==> src/rtl/arcade_pause_ctrl.sv <==
// Pause merge and video-dim controller for arcade cores.
// The button toggle, external requests and OSD-open pause merge into one registered pause_cpu.
module arcade_pause_ctrl #(
  parameter int RW            = 4,
  parameter int GW            = 4,
  parameter int BW            = 4,
  parameter int NREQ          = 2,
  parameter int TICKS_PER_SEC = 12000000,
  parameter int DIM_SECS      = 10,
  parameter int DIM_SHIFT     = 1
) (
  input  logic                  clk_sys,
  input  logic                  reset,
  input  logic                  user_button,
  input  logic [NREQ-1:0]       pause_request,
  input  logic                  OSD_STATUS,
  input  logic [1:0]            options,
  input  logic [RW-1:0]         r,
  input  logic [GW-1:0]         g,
  input  logic [BW-1:0]         b,
  output logic [RW+GW+BW-1:0]   rgb_out,
  output logic                  pause_cpu,
  output logic                  user_paused,
  output logic                  dim_active
);

  localparam int PW = (TICKS_PER_SEC > 1) ? $clog2(TICKS_PER_SEC) : 1;
  localparam int SW = $clog2(DIM_SECS + 1);
  localparam logic [PW-1:0] PRESC_MAX = PW'(TICKS_PER_SEC - 1);
  localparam logic [SW-1:0] SECS_MAX  = SW'(DIM_SECS);

  logic          btn_q;
  logic          btn_rise;
  logic          user_paused_next;
  logic          pause_src;
  logic          timer_run;
  logic [PW-1:0] presc;
  logic [SW-1:0] secs;
  logic [RW+GW+BW-1:0] rgb_dim;

  always_comb begin
    btn_rise         = user_button & ~btn_q;
    user_paused_next = user_paused ^ btn_rise;
    pause_src        = user_paused_next | (|pause_request) | (OSD_STATUS & options[0]);
    timer_run        = pause_cpu & options[1];
    rgb_dim          = {r >> DIM_SHIFT, g >> DIM_SHIFT, b >> DIM_SHIFT};
  end

  // btn_q follows the button even in reset so a press held across reset gives no edge.
  always_ff @(posedge clk_sys) begin
    btn_q <= user_button;
    if (reset) begin
      user_paused <= 1'b0;
      pause_cpu   <= 1'b0;
      presc       <= '0;
      secs        <= '0;
      dim_active  <= 1'b0;
      rgb_out     <= '0;
    end else begin
      user_paused <= user_paused_next;
      pause_cpu   <= pause_src;
      rgb_out     <= dim_active ? rgb_dim : {r, g, b};

      if (!timer_run) begin
        presc      <= '0;
        secs       <= '0;
        dim_active <= 1'b0;
      end else if (secs != SECS_MAX) begin
        if (presc == PRESC_MAX) begin
          presc <= '0;
          secs  <= secs + 1'b1;
          if (secs + 1'b1 == SECS_MAX)
            dim_active <= 1'b1;
        end else begin
          presc <= presc + 1'b1;
        end
      end
    end
  end

endmodule

==> config.mk <==
export PLATFORM = sky130hd
export DESIGN_NAME = arcade_pause_ctrl
export DESIGN_NICKNAME = d
export VERILOG_FILES = /design/src/rtl/arcade_pause_ctrl.sv
export SDC_FILE = /design/constraint.sdc
export NUM_CORES = 1
export LEC_CHECK = 0
export ABC_AREA = 1
export CAP_MARGIN = 20
export CELL_PAD_IN_SITES_DETAIL_PLACEMENT = 0
export CELL_PAD_IN_SITES_GLOBAL_PLACEMENT = 1
export CORE_MARGIN = 4
export CORE_UTILIZATION = 40
export DETAILED_ROUTE_END_ITERATION = 10
export GPL_ROUTABILITY_DRIVEN = 0
export PLACE_DENSITY_LB_ADDON = 0.08
export SYNTH_ARGS = -nofsm -noshare
export SYNTH_HDL_FRONTEND = slang
export SYNTH_SLANG_ARGS = --single-unit
export TNS_END_PERCENT = 1
==> constraint.sdc <==
create_clock -name clk_sys -period 2.9 [get_ports clk_sys]
set_input_delay 0.87 -clock clk_sys [delete_from_list [all_inputs] [get_ports clk_sys]]
set_output_delay 0.87 -clock clk_sys [all_outputs]
set_load 0.02 [all_outputs]
==> run_results.csv <==
group,metric,value,unit
run_status,status,"finished, final reports clean",
drt,routedWlPerCell,11.9,µm
global_route,grt_use_total,17.3,%
placement,hpwl,4040,µm
floorplanning,fp.dieH,82.0,µm
setup_path,worstPathRequired,2030,ps
sta,slew_headroom,75.2,%
synthesis,synth_xor_area_share,3.20,%
synthesis,synth_edf_count,0,
finish,drive_gt1_share,6.85,%
drt,via_count,2011,
pwr,clkPwrFrac,41.3,%
synthesis,async_flop_share,0,%
floorplanning,initial_core_util,42.1,%
sta,maxSlewViolCount,0,
synthesis,synth_simple_gate_area_share,40.8,%
synthesis,ys_seq_area_share,40.2,%
synthesis,synth_seq_cells,44,
pwr,pwr-share-comb,7.6,%
clock_tree,cts_tree,"built",
sta,max_slew.worst_pin.slew,371,ps
synthesis,yosysUniqueCellTypes,25,
synthesis,synth_commonest_cells,"80 x nor2_1, 78 x nand2_1, 44 x dfxtp_1",
pwr,p_int,947,µW
synthesis,synth_area_leaders,"dfxtp_1 40%, nor2_1 14%, nand2_1 13%, inv_1 6.2%, nand3_1 4.6%",
drt,ant_nets,0,
drt,vias_per_cell,4.62,
placement,dp_cells,427,
floorplanning,die_w,82.0,µm
synthesis,synth.avg_cell_area,6.78,µm²
drt,wl,5180,µm
synthesis,synth_top_area_share,40.2,%
finish,design_area,2740,µm²
finish,area_delta_synth_final,25.2,%
floorplanning,core_area,5200,µm²
synthesis,synth-warning-count,0,
pwr,seqPwrFrac,51.1,%
pwr,switching_share,22.0,%
synthesis,post-synth-top-area-cell,"dfxtp_1",
setup_path,crit_type,"flip-flop to output pin",
placement,dpl_cell_area,2620,µm²
synthesis,muxShareOfSynthArea,0,%
clock_tree,cts-resized-gates,0,
synthesis,synth_top_family_by_area,"simple AND/OR/NAND/NOR gates",
global_route,grt-ovfl-total,0,
drt,dr.pass1.iters,4,
global_route,grt_first_pass_wirelength,8870,µm
sta,finalCriticalPeriod,2290,ps
setup_path,critPathArrivalTime,1420,ps
setup_path,end_kind,"output pin",
finish,n_antenna_cell,0,
pwr,switchingPower,267,µW
drt,dr.first_iter.drc_count,88,
sta,finalSetupViolCount,0,
synthesis,synth_flop_cell,"dfxtp_1",
placement,io_buffers,34,
synthesis,synthAdderAreaFrac,2.28,%
sta,rsz0062_at_grt,"false",
clock_tree,clkTransAtPathRegs,90,ps
clock_tree,cts_hold_buf,0,
setup_path,path_max_fanout,15,
synthesis,syn_inst,323,
synthesis,synth_compound_area_share,6.80,%
sta,period_share,79.0,%
sta,setup-tns-final,0,ps
synthesis,syn_area,2190,µm²
floorplanning,pin_count,35,
clock_tree,insertion_delay,300,ps
sta,hold_viol_final,0,
clock_tree,clk_path_buf_depth,2,
pwr,peakVddDrop,309,µV
global_route,grt_max_degree,16,
clock_tree,cts_setup_buffers,0,
sta,fin_skew,6.19,ps
clock_tree,cts-root-buf,"clkbuf_8",
pwr,power_density,443,nW/µm²
synthesis,synth_nets,347,
flow_run,maxCapViolations,0,
clock_tree,cts_inserted_buffers,5,
synthesis,yosysMostFrequentCell,"nor2_1",
clock_tree,cts_num_sinks,44,
finish,nets,388,
clock_tree,cts_max_level,2,
pwr,p_leak,0.00105,µW
drt,drc_errors,0,
floorplanning,dieArea,6720,µm²
global_route,antenna_found_initial,0,
finish,finalNonFillerCells,435,
sta,max_freq,436,MHz
floorplanning,rows,26,
global_route,grt_pass1_vias,1867,
worst_hold_path,hold_class,"flip-flop to flip-flop",
setup_path,cp-start-kind,"flip-flop",
cell families (layout without fill, tap and decap cells):
logic type | Yosys count | in the layout
compound gates | 26 | 26
flops | 44 | 44
simple gates | 202 | 202
fa+ha+maj | 4 | 4
buf+inv | 39 | 81
xor+xnor | 8 | 8
power groups by stage:
| stage | logic (µW) | registers (µW) | clock network [µW] |
|---|---|---|---|
| final | 92.1 | 621 | 502 |
| after detailed placement | 92.9 | 635 | 0 |
| after floorplan | 22.6 | 649 | 0 |
| after CTS | 93.3 | 621 | 521 |
| after global placement | 92.9 | 635 | 0 |
| after global routing | 100 | 622 | 546 |
state kept, by name, summed over array words and instances (netlist names):
name,count
btn_q,1
secs,4
user_paused,1
rgb_out,12
dim_active,1
presc,24
pause_cpu,1
area by class of cell:
cell class                      count  area (µm²)
Fill cell                         570        2460
Clock buffer                        6        82.6
Inverter                           38         143
Clock inverter                      2        38.8
Timing Repair Buffer               35         348
Sequential cell                    44         881
Multi-Input combinational cell    240        1160
Tap cell                           70        87.6
worst max-delay path, stage by stage, from the launching register on:
cell             delay (ps)
dfxtp_1                 320
buf_4                   180
clkdlybuf4s50_1         630
cells in the final DEF (no fill, tap or decap), drive strengths merged:
cell type / count
nor2: 88
nand2: 79
dfxtp: 44
inv: 38
clkdlybuf4s50: 34
nand3: 23
a21oi: 12
o21ai: 12
nand4: 7
xor2: 6
clkbuf: 6
nor3: 4
ha: 4
xnor2: 2
and3: 1
o21bai: 1
a31oi: 1
bufinv: 1
clkinv: 1
buf: 1
routing by layer:
layer | part of all wire [%] | GRT usage, %
met1 | 52 | 25.1
met2 | 40 | 23.7
met3 | 5.3 | 5.04
met4 | 1.9 | 6.48
met5 | 0 | 0
path summary, 6_finish.rpt:
kind,startpoint,endpoint,slack (ps),depth (start not counted)
setup / recovery,dim_active,dim_active,610,2
hold / removal,presc[0],presc[0],510,2
setup reg to reg,secs[0],presc[15],1080,9
hold reg to reg,presc[0],presc[0],510,2
metrics by stage:
stage	power (µW)	utilization (%)	worst slack [ps]	hold slack, ps
floorplan	672	-	1240	470
global placement	728	50.4	543	490
detailed placement	728	50.4	497	498
CTS	1240	52.7	591	512
global route	1270	52.7	528	551
finish	1210	52.7	608	509
Note: power is estimated with default switching activity, not from simulation.
